==> config.mk <==
export PLATFORM = sky130hd
export DESIGN_NAME = bpb_history
export DESIGN_NICKNAME = d
export VERILOG_FILES = /design/src/rtl/bpb_history.sv
export SDC_FILE = /design/constraint.sdc
export NUM_CORES = 1
export LEC_CHECK = 0
export CORE_MARGIN = 1
export CORE_UTILIZATION = 32
export CTS_BUF_LIST = sky130_fd_sc_hd__clkbuf_4 sky130_fd_sc_hd__clkbuf_8
export CTS_CLUSTER_DIAMETER = 40
export DETAILED_ROUTE_END_ITERATION = 6
export GPL_ROUTABILITY_DRIVEN = 0
export GPL_TIMING_DRIVEN = 0
export PLACE_DENSITY_LB_ADDON = 0.15
export SKIP_CTS_REPAIR_TIMING = 1
export SLEW_MARGIN = 20
export SYNTH_ARGS = -nofsm -noshare
export SYNTH_HDL_FRONTEND = slang
export SYNTH_SLANG_ARGS = --single-unit
==> constraint.sdc <==
create_clock -name clk_i -period 2.9 [get_ports clk_i]
set_clock_uncertainty 0.15 [all_clocks]
set_input_delay 0.58 -clock clk_i [delete_from_list [all_inputs] [get_ports clk_i]]
set_output_delay 0.58 -clock clk_i [all_outputs]
set_load 0.05 [all_outputs]
==> src/rtl/bpb_history.sv <==
// Branch-predictor global history tracker: speculative/committed history, in-flight count, table index.
// Optional feature macro: BPB_GSHARE_EN (gshare XOR indexing; bimodal PC indexing when undefined).
`ifndef BPB_T
`define BPB_T 4
`endif

module bpb_history #(
    parameter int INDEX_WIDTH  = `BPB_T,
    parameter int HIST_WIDTH   = `BPB_T,
    parameter int MAX_INFLIGHT = 4
) (
    input  logic                            clk_i,
    input  logic                            rst_ni,
    input  logic                            en_i,
    input  logic [31:0]                     pc_i,
    input  logic                            predict_valid_i,
    input  logic                            predict_taken_i,
    output logic                            predict_ready_o,
    input  logic                            resolve_valid_i,
    input  logic                            resolve_taken_i,
    input  logic                            mispredict_i,
    output logic [INDEX_WIDTH-1:0]          index_o,
    output logic [HIST_WIDTH-1:0]           spec_hist_o,
    output logic [HIST_WIDTH-1:0]           arch_hist_o,
    output logic [$clog2(MAX_INFLIGHT):0]   inflight_o,
    output logic                            err_o
);

    localparam int CW = $clog2(MAX_INFLIGHT) + 1;
    localparam logic [CW-1:0] MAX_CNT = CW'(MAX_INFLIGHT);

    logic [HIST_WIDTH-1:0] spec_hist_r;
    logic [HIST_WIDTH-1:0] arch_hist_r;
    logic [CW-1:0]         inflight_r;
    logic                  err_r;

    logic                  accept_s;
    logic                  res_ok_s;
    logic                  res_orphan_s;
    logic [HIST_WIDTH-1:0] arch_next_s;
    logic [HIST_WIDTH-1:0] spec_next_s;

    // Handshake qualification and next-history values.
    always_comb begin
        predict_ready_o = en_i && (inflight_r < MAX_CNT) && !(resolve_valid_i && mispredict_i);
        accept_s        = predict_valid_i && predict_ready_o;
        res_ok_s        = en_i && resolve_valid_i && (inflight_r != {CW{1'b0}});
        res_orphan_s    = en_i && resolve_valid_i && (inflight_r == {CW{1'b0}});
        arch_next_s     = {arch_hist_r[HIST_WIDTH-2:0], resolve_taken_i};
        spec_next_s     = {spec_hist_r[HIST_WIDTH-2:0], predict_taken_i};
    end

    // Table index uses the pre-edge speculative history.
`ifdef BPB_GSHARE_EN
    always_comb begin
        index_o = pc_i[INDEX_WIDTH+1:2] ^ spec_hist_r;
    end
    logic unused_pc_s;
    assign unused_pc_s = ^{pc_i[31:INDEX_WIDTH+2], pc_i[1:0]};
`else
    always_comb begin
        index_o = pc_i[INDEX_WIDTH+1:2];
    end
    logic unused_pc_s;
    assign unused_pc_s = ^{pc_i[31:INDEX_WIDTH+2], pc_i[1:0]};
`endif

    // History, occupancy and sticky error state; a mispredict rewinds speculation to committed history.
    always_ff @(posedge clk_i) begin
        if (!rst_ni) begin
            spec_hist_r <= {HIST_WIDTH{1'b0}};
            arch_hist_r <= {HIST_WIDTH{1'b0}};
            inflight_r  <= {CW{1'b0}};
            err_r       <= 1'b0;
        end else if (res_ok_s && mispredict_i) begin
            arch_hist_r <= arch_next_s;
            spec_hist_r <= arch_next_s;
            inflight_r  <= {CW{1'b0}};
        end else begin
            if (res_ok_s) begin
                arch_hist_r <= arch_next_s;
            end
            if (accept_s) begin
                spec_hist_r <= spec_next_s;
            end
            if (res_orphan_s) begin
                err_r <= 1'b1;
            end
            case ({accept_s, res_ok_s})
                2'b10:   inflight_r <= inflight_r + {{(CW-1){1'b0}}, 1'b1};
                2'b01:   inflight_r <= inflight_r - {{(CW-1){1'b0}}, 1'b1};
                default: inflight_r <= inflight_r;
            endcase
        end
    end

    assign spec_hist_o = spec_hist_r;
    assign arch_hist_o = arch_hist_r;
    assign inflight_o  = inflight_r;
    assign err_o       = err_r;

endmodule

# [Word-level counts from Yosys, hierarchy flattened]
# Index checks and enable logic that the tools add are counted.
[word_totals] ff_bits=12 input_bits=40 output_inout_bits=17 word_cells=32
[classes] bitwise=2 n_lt_le_gt_ge=1 n_eq_ne=2 n_addsub=2 n_mux=5 n_reduce_logical=16
[ops] cell="two-way mux 4 bit" count=4
[ops] cell="logical AND 1 bit" count=8
[ops] cell="one-hot mux 3 bit (2 select lines)" count=1
[ops] cell="nonzero test 2 bit" count=3
[ops] cell="adder 3 x 1 -> 3 bit (second input constant)" count=1
[ops] cell="zero test 3 bit" count=1
[ops] cell="< comparator 3 bit (second input constant)" count=1
[ops] cell="nonzero test 3 bit" count=1
[ops] cell="subtractor 3 x 1 -> 3 bit (second input constant)" count=1
[ops] cell="== test 2 x 1 -> 1 bit (second input constant)" count=1
[ops] cell="== test 2 bit (second input constant)" count=1
[ops] cell="inverter 1 bit" count=2
[ops] cell="AND reduction 2 bit" count=1
[ops] cell="OR reduction 2 bit" count=1
[ops] cell="zero test 1 bit" count=1

# [Longest topological paths before layout]
[depth] ltp_word=6 mapped_depth=10

# [Least setup slack after synthesis]
# Ideal clock, no wire load.
[synth_timing] path_type="reg2reg" from="reg inflight_r[2], in the netlist inflight_o[2]" to="reg inflight_r[2], in the netlist inflight_o[2]" required_ns=2.680 stages_incl_launch_ff=11 setup_slack_ns=0.101 n_path_buf=1 arrival_time_ns=2.578 synth_period_minus_slack_ns=2.799 cell_sequence="dfxtp_1 > nor2b_1 > buf_6 > and2_1 > nand2_1 > ha_1 > inv_1 > fa_1 > xor2_1 > or3_1 > a21oi_1"
[synth_via] elab_chain_len=6
[synth_lines] item="start: declaration" line="34" text="logic [CW-1:0] inflight_r;"
[synth_lines] item="start signal: assignment" line="73" text="inflight_r <= {CW{1'b0}};"
[synth_lines] item="start signal: assignment" line="78" text="inflight_r <= {CW{1'b0}};"
[synth_lines] item="start signal: assignment" line="90" text="2'b10: inflight_r <= inflight_r + {{(CW-1){1'b0}}, 1'b1};"
[synth_lines] item="< comparator 3 bit *" line="45" text="predict_ready_o = en_i && (inflight_r < MAX_CNT) && !(resolve_valid_i && mispredict_i);"
[synth_lines] item="logical AND 1 bit * (2 in a row)" line="45"
[synth_lines] item="via predict_ready_o" line="18" text="output logic predict_ready_o,"
[synth_lines] item="logical AND 1 bit *" line="46" text="accept_s = predict_valid_i && predict_ready_o;"
[synth_lines] item="== test 2 x 1 -> 1 bit / == test 2 bit (equally long branches)" line="89" text="case ({accept_s, res_ok_s})"
[synth_lines] item="one-hot mux 3 bit (2 select lines) / nonzero test 2 bit (equally long branches)"
# Mark *: on every way through the listed nets, which the timed path passes. The rest lies on a longest branch.
# A chain may end at the register's enable or synchronous reset.

# [Worst setup path in the final report]
[layout_timing] from="in mispredict_i" to="reg inflight_r[2], in the netlist inflight_o[2]"
[layout_via] elab_chain_len=6
[layout_lines] item="start: declaration" line="21" text="input logic mispredict_i,"
[layout_lines] item="logical AND 1 bit" line="45"
[layout_lines] item="zero test 1 bit" line="45"
[layout_lines] item="logical AND 1 bit" line="45"
[layout_lines] item="logical AND 1 bit" line="46"
[layout_lines] item="== test 2 x 1 -> 1 bit / == test 2 bit (equally long branches)" line="89"
[layout_lines] item="one-hot mux 3 bit (2 select lines) / nonzero test 2 bit (equally long branches)"
[layout_lines] item="end signal: assignment" line="90"
[layout_lines] item="end signal: assignment" line="91" text="2'b01: inflight_r <= inflight_r - {{(CW-1){1'b0}}, 1'b1};"
[layout_lines] item="end signal: assignment" line="92" text="default: inflight_r <= inflight_r;"
# Parallel ways exist; a longest one is shown, timed or not.

==> results.md <==
* Ranking of synthesized cells by area: dfxtp_1 36%, nand2_1 6.1%, buf_4 5.6%
* Largest stage delay, worst path at 0.58 ns
* Dpl hpwl at 1154 um
* Syn avg cell area at 8.630 um^2
* Total power at 442.3 uW
* Die Area at 2291 um^2
* Share of cells above drive strength 1 at 17.14%
* # placed instances at 128
* Outcome: completed
* Routed met3 length at 83 um
* Syn-to-layout area delta at 44.98%
* Fin worst setup slack at 0.1390 ns
* Share of the synthesized area in the top cell type at 35.69%
* WP data arrival at 2.82 ns
* Cells after synthesis at 78
* Crit path max-delay family: simple AND/OR/NAND/NOR gates
* Min Hold Slack at 0.3199 ns
* Critical Path, Cell by Cell: clkdlybuf4s50_1 > nand2_2 > and2_1 > nand2_1 > ha_1 > inv_1 > fa_1 > xor2_1 > or3_1 > a21oi_1
* Post-route cell area at 975.9 um^2
* Slowest CP cell: clkdlybuf4s50_1
* Worst vdd ir at 193.1 uV
* Clock root buffer: clkbuf_4
* Clk buf depth at 2
* Vias/cell at 4.879
* Sequential fraction of the synthesis area at 35.69%
* IO buf count at 23
* Routed wl met2 at 670 um
* CP required at 2.96 ns
* LEAKAGE at 0.0003522 uW
* Period utilization at 95.21%
* Die X at 47.87 um
* GRT Resource Usage Total at 14.69%
* Worst setup EP type: flip-flop
* Area leader, netlist: dfxtp_1
* Total CTS buffers at 3
* Post-synth EDFFs at 0
* Pwr per Cell Area at 453.2 nW/um^2
* R2R Setup Slk at 0.55 ns
* Hold Vio Cnt, Final at 0
* DRT antenna net count at 0
* Fillers at 214
* WP buf/inv at 2
* Flops & latches, synth at 12
* Hold WC Path Type: flip-flop to flip-flop
* # Max-Cap Violations at 0
* Pre-CTS setup slack at -0.2156 ns
* I/O pins at 57
* Slew HR at 66.63%
* Largest net degree at the start of global routing at 11
* Syn Nets at 120
* Count of different cell masters after synthesis at 26
* Gr ovfl total at 0
* Slew Limit Fails at 0
* Synth Flop Type: dfxtp_1
* Worst-path clk slew at 0.08 ns
* Slew @ Worst Pin at 0.4997 ns
* DRC at 0
* Clk Latency, worst-skew pair at 0.28 ns
* Final Non-Filler Cells at 132
* Max Fclk at 362.2 MHz
* CP Launch Type: input port
* Vias at 644
* Die H at 47.87 um
* Fin nets at 148
* DRT met1 WL at 700 um
* Core Area at 1962 um^2
* CTS tree: done
* FP Rows at 16
* Router iterations before antenna repair at 4
* Setup Viol. Count Final at 0
* Clock sink count at 12
* H-Tree Depth at 1
* Post-Synthesis Cell Area at 673.1 um^2
* Min Tclk post-route at 2.761 ns
* Initial Util at 34.31%
* RSZ-0062 raised after global routing: no
* DR top layer: met4
* Vias in the first global route at 547
* DRT iter0 DRCs at 9
* Crit Path Class: input port to flip-flop
* Diodes inserted at 0
* Drt wl/cell at 11.26 um
* Placed cell areas at 937.1 um^2
* Initial antenna violation count at 0
* YS warnings at 0
* First-pass GRT wire length at 2339 um
* Share of flip-flops with an asynchronous set or reset at 0%
* Total Routed Length at 1486 um
* Critical path peak fanout at 9
-- cells by family (layout without fill, tap and decap cells) --
kind of cell,Yosys count,count (layout),synth area share (%)
AO/OA/AOI/OAI,21,21,25.65
XOR/XNOR,2,2,2.603
adder cells (fa/ha/maj),2,2,4.833
buffers and inverters,15,42,12.45
flip-flops,12,12,35.69
AND/OR/NAND/NOR,26,26,18.77
-- worst register-to-register path, delay by kind of cell (launching register included) --
family | cells | cell delay [ns]
AO/OA/AOI/OAI | 1 | 0.14
XOR/XNOR | 1 | 0.16
AND/OR/NAND/NOR | 4 | 0.62
buffers and inverters | 2 | 0.20
flip-flops | 1 | 0.46
adder cells (fa/ha/maj) | 2 | 0.56
-- final cells by class --
class / count / area, um^2 / area share [%]
well taps: 27 / 33.78 / 3.462
plain buffers: 7 / 53.80 / 5.513
multi-input cells: 51 / 349.1 / 35.77
repair buffers: 23 / 232.7 / 23.85
inverters: 8 / 30.03 / 3.077
clock buffers: 4 / 36.28 / 3.718
flip-flops and latches: 12 / 240.2 / 24.62
-- metal layers --
metal  track usage (%)  up-vias
li1                  -      328
met5                 0        -
met2             22.43       19
met4             8.333        0
met1             19.55      293
met3             2.264        4
-- placed cells by master (no fill, tap or decap) --
cell type	count
buf_2	1
dfxtp_1	12
o211ai_2	1
dlymetal6s2s_1	1
inv_1	7
clkdlybuf4s50_1	22
o21ai_0	2
clkbuf_4	3
o31ai_1	3
nand2_1	11
a32o_1	1
nor3_1	1
o311ai_4	1
a21boi_0	4
a31oi_1	4
and2_1	2
ha_1	1
xor2_1	2
nand2_2	1
inv_2	1
fa_1	1
nor2b_1	2
or3_1	1
buf_4	5
a21oi_1	2
nor2_1	3
buf_6	1
clkbuf_8	1
nand4_1	5
a31o_2	3
-- synthesized netlist by cell type (2+ instances only) --
library cell and n:
dfxtp_1 12, nand2_1 11, inv_1 7, buf_4 5, nand4_1 5, a21boi_0 4, a31oi_1 4, a31o_2 3
nor2_1 3, o31ai_1 3, a21oi_1 2, and2_1 2, nor2b_1 2, o21ai_0 2, xor2_1 2
-- power breakdown --
part,internal (uW),switching (uW),leakage [uW],total [uW]
registers,172,9.59,0.0000973,182
logic,49.8,76.1,0.000234,126
clock network,76.4,58.3,0.0000210,135
total,298,144,0.000352,442
-- metrics by stage --
stage                     utilization [%]  TNS (ns)
final                               49.74         0
after global routing                49.74         0
after CTS                           49.62   -0.2163
after detailed placement            47.77   -0.3511
after global placement              47.77   -0.3232
after floorplan                         -         0
-- registers in the layout (all words and copies together), names as in the netlist --
name	cells
arch_hist_o	4
err_o	1
inflight_o	3
spec_hist_o	4
-- path summary, 6_finish.rpt --
| path | start | to | depth (start not counted) |
|---|---|---|---|
| setup / recovery | mispredict_i | inflight_o[2] | 10 |
| hold / removal | arch_hist_o[3] | arch_hist_o[3] | 2 |
| setup reg to reg | inflight_o[2] | inflight_o[2] | 10 |
| hold reg to reg | arch_hist_o[3] | arch_hist_o[3] | 2 |
(Power assumes the default switching activity.)
